`config.mk`:
```
export PLATFORM = sky130hd
export DESIGN_NAME = pe_wsmac
export DESIGN_NICKNAME = d
export VERILOG_FILES = /design/src/rtl/pe_wsmac.sv
export SDC_FILE = /design/constraint.sdc
export NUM_CORES = 1
export LEC_CHECK = 0
export ABC_AREA = 1
export BUFFER_PORTS_ARGS = -buffer_cell sky130_fd_sc_hd__clkbuf_2
export CAP_MARGIN = 20
export CORE_ASPECT_RATIO = 0.8
export CORE_MARGIN = 2
export CORE_UTILIZATION = 60
export CTS_BUF_LIST = sky130_fd_sc_hd__clkbuf_4 sky130_fd_sc_hd__clkbuf_8
export CTS_CLUSTER_DIAMETER = 200
export DETAILED_ROUTE_END_ITERATION = 6
export PLACE_DENSITY = 0.79
export SLEW_MARGIN = 5
export SYNTH_ARGS = -nofsm -noshare
export SYNTH_HDL_FRONTEND = slang
export SYNTH_SLANG_ARGS = --single-unit
```
`constraint.sdc`:
```
create_clock -name clk -period 11.6 [get_ports clk]
set_clock_uncertainty 0.2 [all_clocks]
set_input_delay 1.74 -clock clk [delete_from_list [all_inputs] [get_ports clk]]
set_output_delay 1.74 -clock clk [all_outputs]
set_load 0.02 [all_outputs]
```
`src/rtl/pe_wsmac.sv`:
```
// pe_wsmac: weight-stationary fixed-point MAC processing element.
// Activations flow west->east, weights and partial sums flow north->south.
// The weight is double-buffered: a shadow register is loaded from the north
// and promoted to the active register on a switch request.
// Build option: define PE_SATURATE_EN to clamp out-of-range sums to the
// signed PSUM_WIDTH limits; otherwise the sum wraps (low bits kept).
module pe_wsmac #(
  parameter int DATA_WIDTH = 16,
  parameter int FRAC_BITS  = 8,
  parameter int PSUM_WIDTH = 16
) (
  input  logic                         clk,
  input  logic                         rst,
  input  logic signed [PSUM_WIDTH-1:0] pe_psum_in,
  input  logic signed [DATA_WIDTH-1:0] pe_weight_in,
  input  logic                         pe_accept_w_in,
  input  logic signed [DATA_WIDTH-1:0] pe_input_in,
  input  logic                         pe_valid_in,
  input  logic                         pe_switch_in,
  output logic signed [PSUM_WIDTH-1:0] pe_psum_out,
  output logic signed [DATA_WIDTH-1:0] pe_weight_out,
  output logic                         pe_accept_w_out,
  output logic signed [DATA_WIDTH-1:0] pe_input_out,
  output logic                         pe_valid_out,
  output logic                         pe_switch_out,
  output logic                         pe_switch_err,
  output logic                         pe_ovf
);

  localparam int PROD_W = 2 * DATA_WIDTH;
  localparam int SUM_W  = PSUM_WIDTH + DATA_WIDTH + 1;

  localparam logic [PSUM_WIDTH-1:0] PSUM_MAX = {1'b0, {(PSUM_WIDTH-1){1'b1}}};
  localparam logic [PSUM_WIDTH-1:0] PSUM_MIN = {1'b1, {(PSUM_WIDTH-1){1'b0}}};

  // Shadow buffer occupancy: EMPTY means nothing new to promote.
  typedef enum logic {
    BUF_EMPTY  = 1'b0,
    BUF_LOADED = 1'b1
  } buf_state_e;

  buf_state_e                  buf_q,    buf_d;
  logic signed [DATA_WIDTH-1:0] active_q, active_d;
  logic signed [DATA_WIDTH-1:0] shadow_q, shadow_d;
  logic                         err_q,    err_d;
  logic                         ovf_q,    ovf_d;
  logic signed [PSUM_WIDTH-1:0] psum_q,   psum_d;
  logic signed [DATA_WIDTH-1:0] wout_q,   wout_d;
  logic signed [DATA_WIDTH-1:0] xout_q,   xout_d;
  logic                         acc_q, vld_q, sw_q;

  logic                         do_switch;
  logic signed [DATA_WIDTH-1:0] w_eff;
  logic signed [PROD_W-1:0]     prod;
  logic signed [PROD_W-1:0]     scaled;
  logic        [SUM_W-1:0]      sum;
  logic                         sum_ovf;
  logic        [PSUM_WIDTH-1:0] result;

  // A switch only takes effect when a fresh weight is waiting; in that cycle
  // the shadow value is bypassed straight into the multiplier.
  assign do_switch = pe_switch_in && (buf_q == BUF_LOADED);
  assign w_eff     = do_switch ? shadow_q : active_q;

  // Fixed-point MAC datapath: full-width product, floor rescale, wide add.
  always_comb begin
    prod   = $signed({{DATA_WIDTH{pe_input_in[DATA_WIDTH-1]}}, pe_input_in})
           * $signed({{DATA_WIDTH{w_eff[DATA_WIDTH-1]}}, w_eff});
    scaled = prod >>> FRAC_BITS;
    sum    = {{(SUM_W-PROD_W){scaled[PROD_W-1]}}, scaled}
           + {{(SUM_W-PSUM_WIDTH){pe_psum_in[PSUM_WIDTH-1]}}, pe_psum_in};
    // In range only if all bits above the PSUM sign bit replicate it.
    sum_ovf = !((&sum[SUM_W-1:PSUM_WIDTH-1]) || !(|sum[SUM_W-1:PSUM_WIDTH-1]));
`ifdef PE_SATURATE_EN
    if (sum_ovf) result = sum[SUM_W-1] ? PSUM_MIN : PSUM_MAX;
    else         result = sum[PSUM_WIDTH-1:0];
`else
    result = sum[PSUM_WIDTH-1:0];
`endif
  end

  // Next-state for the weight buffer, sticky flags and south/east outputs.
  always_comb begin
    buf_d    = buf_q;
    active_d = active_q;
    shadow_d = shadow_q;
    err_d    = err_q;
    ovf_d    = ovf_q;
    psum_d   = '0;
    xout_d   = xout_q;
    wout_d   = '0;

    // Promotion consumes the OLD shadow; a same-cycle accept refills it.
    if (do_switch) begin
      active_d = shadow_q;
      buf_d    = BUF_EMPTY;
    end
    if (pe_switch_in && (buf_q == BUF_EMPTY)) err_d = 1'b1;
    if (pe_accept_w_in) begin
      shadow_d = pe_weight_in;
      buf_d    = BUF_LOADED;
      wout_d   = pe_weight_in;
    end

    if (pe_valid_in) begin
      psum_d = result;
      xout_d = pe_input_in;
      if (sum_ovf) ovf_d = 1'b1;
    end
  end

  // All state, with synchronous active-high reset.
  always_ff @(posedge clk) begin
    if (rst) begin
      buf_q    <= BUF_EMPTY;
      active_q <= '0;
      shadow_q <= '0;
      err_q    <= 1'b0;
      ovf_q    <= 1'b0;
      psum_q   <= '0;
      wout_q   <= '0;
      xout_q   <= '0;
      acc_q    <= 1'b0;
      vld_q    <= 1'b0;
      sw_q     <= 1'b0;
    end else begin
      buf_q    <= buf_d;
      active_q <= active_d;
      shadow_q <= shadow_d;
      err_q    <= err_d;
      ovf_q    <= ovf_d;
      psum_q   <= psum_d;
      wout_q   <= wout_d;
      xout_q   <= xout_d;
      acc_q    <= pe_accept_w_in;
      vld_q    <= pe_valid_in;
      sw_q     <= pe_switch_in;
    end
  end

  assign pe_psum_out     = psum_q;
  assign pe_weight_out   = wout_q;
  assign pe_accept_w_out = acc_q;
  assign pe_input_out    = xout_q;
  assign pe_valid_out    = vld_q;
  assign pe_switch_out   = sw_q;
  assign pe_switch_err   = err_q;
  assign pe_ovf          = ovf_q;

endmodule

```
; ---- After elaboration in Yosys (flattened, before gate mapping)
; Index checks and enable logic that the tools add are counted.
[totals]
regBits = 86
input_bits = 53
output_inout_bits = 53
wordCells = 30
[classes]
n_addsub = 1
multipliers = 1
muxes = 3
bitwise = 4
reduce_logical = 10
[ops]
columns = operator, count
row1 = 16-bit by 16-bit multiplier with 32-bit output, 1
row2 = 24-bit by 16-bit adder with 25-bit output, 1
row3 = 18-bit AND reduction, 1
row4 = 18-bit OR reduction, 1
row5 = 16-bit 2-to-1 mux, 1
row6 = 1-bit NOT, 4
row7 = 2-bit OR reduction, 2
row8 = 1-bit logical AND, 2
row9 = 1-bit 2-to-1 mux, 2
row10 = 2-bit AND reduction, 1
row11 = 2-bit nonzero test, 1
row12 = 1-bit logical NOT, 1
row13 = 1-bit logical OR, 1

; ---- Longest topological paths before layout
; Gate-level depths: netlist of run 1.
[depth]
ltp_word = 9
mapped_depth = 48
mapped_depth_nobuf = 46

; ---- Worst setup path before layout of run 1
; Ideal clock, no wire load.
[synth_timing]
path_kind = input -> register
startpoint = input pe_switch_in
endpoint = register ovf_q, in the netlist pe_ovf
setup_time_ns = 0.132
arrival_ns = 8.583
required_ns = 11.268
slack_ns = 2.685
path_stages = 43
n_path_buf = 2
path_cell_list = nand2_4 inv_1 clkbuf_1 or2_2 o21ai_1 buf_2 nor2_1 fa_1 inv_1 fa_1 fa_1 fa_1 inv_1 fa_1 inv_1 fa_1 inv_1 ha_1 [7 not listed] nand2_1 nand3_1 nand2_1 ha_1 nand2_1 inv_1 a21oi_1 nor2_1 nor2_1 nand2_1 nand2_1 nand2_1 inv_1 nand2_1 nor2_1 nand3_1 nand3_1 a21oi_1
[synth_between]
elab_chain_len = 9
elab_cells_between_ends = 10
cone_classes = add/sub: 1 / mul: 1 / mux: 1 / bitwise: 1 / reduce/logical: 6
[synth_lines]
columns = item, line_no
row1 = start: declaration, 19  ; input logic pe_switch_in,
row2 = 1-bit logical AND (*), 62  ; assign do_switch = pe_switch_in && (buf_q == BUF_LOADED);
row3 = 16-bit 2-to-1 mux (*), -
row4 = 16-bit by 16-bit multiplier with 32-bit output (*), 68  ; * $signed({{DATA_WIDTH{w_eff[DATA_WIDTH-1]}}, w_eff});
row5 = 24-bit by 16-bit adder with 25-bit output (*), 71  ; + {{(SUM_W-PSUM_WIDTH){pe_psum_in[PSUM_WIDTH-1]}}, pe_psum_in};
row6 = 18-bit OR reduction, 73  ; sum_ovf = !((&sum[SUM_W-1:PSUM_WIDTH-1]) || !(|sum[SUM_W-1:PSUM_WIDTH-1]));
row7 = 1-bit logical NOT, 73
row8 = 1-bit logical OR (*), 73
row9 = 1-bit NOT (no source line) (*), -
row10 = 2-bit AND reduction (no source line) (*), -
row11 = end signal: assignment, 131  ; ovf_q <= ovf_d;
row12 = end: declaration, 46  ; logic ovf_q, ovf_d;
; Every way passes the cells marked *; elsewhere a longest branch is shown, timed or not.
; A chain may end at the register's enable or synchronous reset.

; ---- Final worst setup path of run 1
; Same ends and word-level chain as after synthesis.

==> flow_summary.yaml, run 1 <==
status:
  status: "completed"
clock_tree:
  post_cts_buffers: 0
  tritoncts: "built"
  clock-sinks: 86
  holdBufCountCts: 0
  clkSlewWorstSetupHoldPaths_ns: 0.11
  root_buffer: "clkbuf_8"
  cts_buffers: 9
  clockBufferDepth: 2
  cts_resized: 0
  htreeDepth: 3
  clk_latency_ns: 0.38
logic_synthesis:
  synth-compound-area-share_pct: 7.51
  synthAdderAreaFrac_pct: 45.1
  yosysUniqueCellTypes: 39
  netlist_instances: 1911
  avgSynthCellArea_um2: 7.58
  ys_seq_area_share_pct: 11.9
  ys_ff_latch: 86
  synth_top_family_by_area: "adder cells"
  synthArstFlopShare_pct: 0
  synth_top_flop_cell: "dfxtp_1"
  synth_edf_count: 0
  synth.cell_area_um2: 14500
  mappedNetlistNets: 2329
  synth-simple-area-share_pct: 20.4
  yosys-mux-area-fraction_pct: 0
  ys.warnings.count: 0
  synthXorXnorAreaFrac_pct: 1.51
global_route:
  grt_pass1_wl_um: 65000
  met2_usage_pct: 52.7
  grt-ovfl-total: 0
  grt_pass1_vias: 12573
  grt_max_degree: 35
  grt_use_total_pct: 33.9
  antenna_found_initial: 0
  use_met1_pct: 46.4
  top_usage_layer: "met2"
  use_met3_pct: 9.24
worst_setup_path:
  crit_type: "input port to register"
  cp-end-kind: "register"
  cp_data_required_time_ns: 11.66
  rr_worst_depth: 42
  worst_path_largest_cell_delay_ns: 0.61
  cpMostUsedCell: "nand2_1"
  cp_slowest_cell: "fa_1"
  cp-start-kind: "input port"
  path_max_fanout: 19
  worstPathArrival_ns: 10.57
finish:
  final_cells: 2318
  layout_common_cells: "inv_1 (473), nand2_1 (374), fa_1 (262)"
  nets: 2419
  area_growth_pct: 7.45
  drive_gt1_share_pct: 9.47
  antenna_cells: 0
  layout_commonest_cell: "inv_1"
timing:
  period_minus_slack_ns: 10.52
  maxSlewViolCount: 0
  worst_slew_pin_slew_ns: 1.04
  tns_ns: 0
  fin_crit_sh_pct: 90.7
  max_freq_mhz: 95.1
  worst_slew_margin_rel_pct: 30.5
  rsz0062_at_grt: "no"
  setup_viol: 0
  finalHoldViolations: 0
detailed_routing:
  routed_wl_um: 40500
  drtAntennaViolNets: 0
  wl_per_cell_um: 17.5
  first_pass_iters: 7
  drt_iter0_drc: 1142
  num_vias: 12464
  drc: 0
  via_per_inst: 5.38
place:
  dp_cells: 2302
  io_buffers: 105
  gp_congestion: 0.974
  place_hpwl_um: 33800
die:
  core_area_um2: 23600
  die_area_um2: 25400
  io_pins: 106
  die_w_um: 178
  start_util_pct: 61.4
  fp-row-count: 50
  die_y_um: 143
run:
  drv_cap: 0
hold_path:
  hold_class: "register to register"
  holdPathStages: 2
## kinds of logic (layout without fill, tap and decap cells)
group,count (synthesis),count (layout)
xor gates and xnor gates,25,25
and+or+nand+nor,726,726
DFF,86,86
buffers and inverters,525,620
adders and majority gates,365,365
AOI/OAI and AO/OA,184,184
## through the flow
step	setup WS (ns)	hold slack [ns]	utilization (%)	instance area [um2]
finish	1.08	0.292	66.0	15600
global route	0.519	0.341	66.0	15600
CTS	1.25	0.301	66.0	15600
detailed placement	0.840	0.275	65.1	15400
global placement	0.944	0.258	65.1	15400
floorplan	2.68	0.260	-	14500
## registers in the layout, indices dropped and copies added (netlist names)
name,cells
pe_accept_w_out,1
buf_q,1
pe_switch_out,1
shadow_q,16
pe_psum_out,16
active_q,16
pe_weight_out,16
pe_input_out,16
pe_ovf,1
pe_switch_err,1
pe_valid_out,1
## worst paths after layout
| kind | from | end | slack (ns) |
|---|---|---|---|
| worst max-delay path | pe_switch_in | pe_ovf | 1.08 |
| worst min-delay path | pe_switch_err | pe_switch_err | 0.29 |
| worst max register to register | buf_q | pe_ovf | 2.23 |
| worst min register to register | pe_switch_err | pe_switch_err | 0.29 |
## worst max-delay path: cells and delay by family
kind                       cells  cell delay [ns]
adders and majority gates      8             3.88
and+or+nand+nor               22             2.78
buffers and inverters          9             1.09
AOI/OAI and AO/OA              4             1.07
## metal layers
| metal | vias up | routed length (um) | share of wire [%] |
|---|---|---|---|
| li1 | 5860 | - | - |
| met1 | 5915 | 16800 | 42 |
| met2 | 605 | 17700 | 44 |
| met3 | 82 | 4600 | 11 |
| met4 | 2 | 1330 | 3.3 |
| met5 | - | 32 | 0.079 |
## area by class of cell
type                            instances  area (um2)
Clock buffer                            9         124
Clock inverter                          7        90.1
Fill cell                            2040        8010
Inverter                              484        1820
Multi-Input combinational cell       1300       10800
Sequential cell                        86        1720
Tap cell                              312         390
Timing Repair Buffer                  120         638
## cell usage after synthesis (all sizes together), types with 9 or more instances
cell type	instances	area [um2]
o21ai	64	347
fa	262	5250
ha	103	1290
nor2	250	941
buf	10	46.3
nor3	9	45.0
a21oi	79	395
a31o	16	140
clkbuf	31	116
nand2	382	1460
xor2	17	149
inv	475	1780
nand4	26	163
or2	15	93.8
dfxtp	86	1720
nand3	38	200
clkinv	9	33.8
Power of run 1 is not shown: default switching activity piles up to over one toggle a cycle in this logic, so the estimate is an artifact.
==> run 2: changes to the inputs <==
CORE_UTILIZATION = 47   (was 60)
PLACE_DENSITY = not set   (was 0.79)
PLACE_DENSITY_LB_ADDON = 0.3   (was not set)
==> run 2 against run 1 <==
  * Worst hold slack got worse by 0.0018 ns
  * Register-to-register slack improved by 0.03 ns
  * Sequential share of layout area decreased by 0.067 points
  * Maximum frequency increased by 0.21%
  * Critical path depth decreased by 4
  * Core utilization decreased by 14 points
  * Via count decreased by 0.26%
  * Final area increased by 0.61%
  * Global-route usage decreased by 7.5 points
==> flow_summary.yaml, run 2 (synthesis results as in run 1) <==
detailed_routing:
  drc: 0
  drt_iter0_drc: 998
  via_per_inst: 5.15
  routed_wl_um: 40400
  num_vias: 12431
  first_pass_iters: 6
  drtAntennaViolNets: 0
  wl_per_cell_um: 16.7
finish:
  final_cells: 2416
  fillCellCount: 3057
  drive_gt1_share_pct: 9.34
  final-seq-area_um2: 1720
  area_growth_pct: 8.11
  fin_util_pct: 51.6
  nets: 2416
  layout_commonest_cell: "inv_1"
  multiInputGateArea_um2: 10800
  layout_common_cells: "inv_1 (473), nand2_1 (374), fa_1 (262)"
  antenna_cells: 0
worst_setup_path:
  timing.rr.end: "pe_ovf"
  r2r_slack_ns: 2.26
  cp-start-kind: "input port"
  cpMostUsedCell: "nand2_1"
  cp-end-kind: "register"
  rr_worst_depth: 38
  path_max_fanout: 19
  critPathTopFamily: "adder cells"
  rr_startpoint: "buf_q"
  cp_data_required_time_ns: 11.66
  cp_slowest_cell: "fa_1"
  crit_type: "input port to register"
  worst_path_largest_cell_delay_ns: 0.57
  worst-path-buf-inv: 7
  worstPathArrival_ns: 10.56
clock_tree:
  clockBufferDepth: 2
  htreeDepth: 3
  clkSlewWorstSetupHoldPaths_ns: 0.11
  cts_buffers: 9
  post_cts_buffers: 0
  cts_resized: 0
  tritoncts: "built"
  holdBufCountCts: 0
  clock-sinks: 86
  clk_latency_ns: 0.41
  root_buffer: "clkbuf_8"
hold_path:
  hold_class: "register to register"
  hold_end: "pe_switch_err"
  hold_start: "pe_switch_err"
  holdPathStages: 2
timing:
  period_minus_slack_ns: 10.49
  worst_slew_margin_rel_pct: 26.1
  setup_viol: 0
  worst_slew_pin_slew_ns: 1.11
  tns_ns: 0
  maxSlewViolCount: 0
  fin_crit_sh_pct: 90.5
  max_freq_mhz: 95.3
  rsz0062_at_grt: "no"
  finalHoldViolations: 0
global_route:
  use_met1_pct: 37.2
  grt_pass1_wl_um: 66400
  grt_use_total_pct: 26.4
  grt_max_degree: 35
  use_met3_pct: 5.77
  grt-ovfl-total: 0
  antenna_found_initial: 0
  top_usage_layer: "met2"
  met2_usage_pct: 41.5
  grt_pass1_vias: 12637
place:
  gp_congestion: 0.959
  io_buffers: 105
  dp_cells: 2400
  place_hpwl_um: 34400
die:
  start_util_pct: 47.7
  die_area_um2: 32300
  die_y_um: 161
  die_w_um: 200
  io_pins: 106
  fp-row-count: 57
  core_area_um2: 30400
status:
  status: "completed"
run:
  drv_cap: 0
## run 2: tightest hold or removal path, stage by stage, from the launching register on
cell	delay, ns
dfxtp_1	0.34
a21oi_1	0.05
nor2_1	0.07
## run 2: how the worst max path moves through the flow
stage	cells after the start	end	startpoint	slack [ns]
after floorplan	43	pe_ovf	pe_switch_in	2.68
after global routing	38	pe_ovf	pe_switch_in	0.60
after CTS	44	pe_ovf	pe_switch_in	1.33
final	39	pe_ovf	pe_switch_in	1.11
after detailed placement	38	pe_ovf	pe_switch_in	0.95
after global placement	39	pe_ovf	pe_switch_in	0.76
## run 2: layout make-up
cell class | instances | area share, %
clock buffer | 9 | 0.791
tap | 413 | 3.30
timing repair buffer | 117 | 3.93
inverter | 484 | 11.6
clock inverter | 7 | 0.519
sequential | 86 | 11.0
multi-input combinational | 1300 | 68.9
## run 2: through the flow
step           hold WS (ns)  setup WS [ns]  area [um2]
5_1_grt               0.329          0.603       15700
4_1_cts               0.298           1.33       15700
3_5_place_dp          0.274          0.945       15500
6_report              0.290           1.11       15700
2_1_floorplan         0.260           2.68       14500
3_3_place_gp          0.263          0.759       15500
## run 2: layer usage
layer	vias to the layer above	wire length, um
li1	5853	-
met1	6021	17500
met2	499	17900
met3	58	4040
met4	0	981
met5	-	0
Power of run 2 is left out for the same reason.
==> run 3: changes to the inputs <==
REMOVE_ABC_BUFFERS = 1   (was not set)
==> run 3 against run 2 <==
  * Count of clock-buffer cells in the layout did not move
  * Final area grew 0.22%
  * Via count decreased by 0.60%
  * Critical path type unchanged
  * Global-route usage is essentially flat
  * Core utilization rose by 0.12 points
  * Register-to-register slack worse by 0.02 ns
  * Sequential share of layout area about the same
  * Cell count is essentially flat
  * Die area unchanged
  * Largest cell class unchanged
  * Worst setup slack worse by 0.020 ns
==> flow_summary.yaml, run 3 (synthesis results as in run 1) <==
finish:
  layout_commonest_cell: "inv_1"
  drive_gt1_share_pct: 9.38
  fillCellCount: 3056
  layout_common_cells: "inv_1 (473), nand2_1 (374), fa_1 (262)"
  antenna_cells: 0
  area_growth_pct: 8.35
  nets: 2417
worst_setup_path:
  cp-end-kind: "register"
  timing.rr.end: "pe_ovf"
  cp_slowest_cell: "fa_1"
  rr_worst_depth: 38
  cp_data_required_time_ns: 11.67
  cpMostUsedCell: "nand2_1"
  cp-start-kind: "input port"
  crit_type: "input port to register"
  path_max_fanout: 19
  worst_path_largest_cell_delay_ns: 0.57
  critPathTopFamily: "adder cells"
  worstPathArrival_ns: 10.58
  worst-path-buf-inv: 7
  rr_startpoint: "buf_q"
  r2r_slack_ns: 2.24
die:
  io_pins: 106
  die_area_um2: 32300
  die_w_um: 200
  fp-row-count: 57
  die_y_um: 161
  core_area_um2: 30400
  start_util_pct: 47.7
place:
  gp_congestion: 0.963
  io_buffers: 105
  place_hpwl_um: 34100
run:
  drv_cap: 0
clock_tree:
  holdBufCountCts: 0
  clkSlewWorstSetupHoldPaths_ns: 0.11
  clock-sinks: 86
  tritoncts: "built"
  cts_resized: 0
  htreeDepth: 3
  root_buffer: "clkbuf_8"
  post_cts_buffers: 0
  cts_buffers: 9
  clockBufferDepth: 2
  clk_latency_ns: 0.39
detailed_routing:
  first_pass_iters: 6
  drtAntennaViolNets: 0
  via_per_inst: 5.11
  num_vias: 12356
  routed_wl_um: 39900
  route.met2.wl_um: 18100
  wl_per_cell_um: 16.5
  drc: 0
  wl_met1_um: 17300
  drt_iter0_drc: 929
  top_layer: "met4"
  wl_met3_um: 3700
timing:
  fin_crit_sh_pct: 90.6
  tns_ns: 0
  worst_slew_margin_rel_pct: 33.0
  worst_slew_pin_slew_ns: 1.00
  max_freq_mhz: 95.1
  finalHoldViolations: 0
  period_minus_slack_ns: 10.52
  maxSlewViolCount: 0
  setup_viol: 0
  rsz0062_at_grt: "no"
hold_path:
  hold_class: "register to register"
  hold_end: "pe_switch_err"
  holdPathStages: 2
  hold_start: "pe_switch_err"
global_route:
  grt_use_total_pct: 26.3
  grt_max_degree: 35
  grt_pass1_vias: 12949
  grt-ovfl-total: 0
  antenna_found_initial: 0
  grt_pass1_wl_um: 66800
status:
  status: "completed"
run 3: cell count changes in the layout (fill, tap and decap cells not counted), sizes merged:
cell      previous run  this run
bufinv               0         2
inv                477       478
clkinvlp             0         1
buf                 12        13
clkinv              14        10
run 3: stage by stage:
step / hold slack, ns / std cells / worst slack [ns] / utilization [%] / cell area (um2)
after floorplan: 0.260 / 1870 / 2.65 / - / 14300
after global placement: 0.260 / 2400 / 0.621 / 50.9 / 15500
after detailed placement: 0.261 / 2401 / 0.833 / 50.9 / 15500
after CTS: 0.285 / 2417 / 1.22 / 51.7 / 15700
after global routing: 0.307 / 2417 / 0.540 / 51.7 / 15700
final: 0.288 / 2417 / 1.08 / 51.7 / 15700
run 3: worst max path at each step:
stage,start,endpoint,cells after the start
final,pe_switch_in,pe_ovf,39
after global routing,pe_switch_in,pe_ovf,39
after global placement,pe_switch_in,pe_ovf,39
after floorplan,pe_switch_in,pe_ovf,41
after CTS,pe_switch_in,pe_ovf,39
after detailed placement,pe_switch_in,pe_ovf,39
run 3: layer usage:
layer	up-vias	global-route usage, %
li1	5858	-
met1	5989	36.3
met2	459	42.3
met3	50	6.11
met4	0	6.50
met5	-	0
run 3: layout make-up:
cell class              count  area, um2  share of cell area (%)
multi-input cells        1300      10800                    68.7
inverters                 484       1820                    11.6
flip-flops and latches     86       1720                    11.0
repair buffers            118        627                    3.99
well taps                 413        517                    3.29
clock buffers               9        124                   0.789
clock inverters             7        105                   0.669
run 3: worst min-delay path: stages (launching register included):
cell,delay [ns]
dfxtp_1,0.34
a21oi_1,0.05
nor2_1,0.07
Power of run 3 is left out for the same reason.
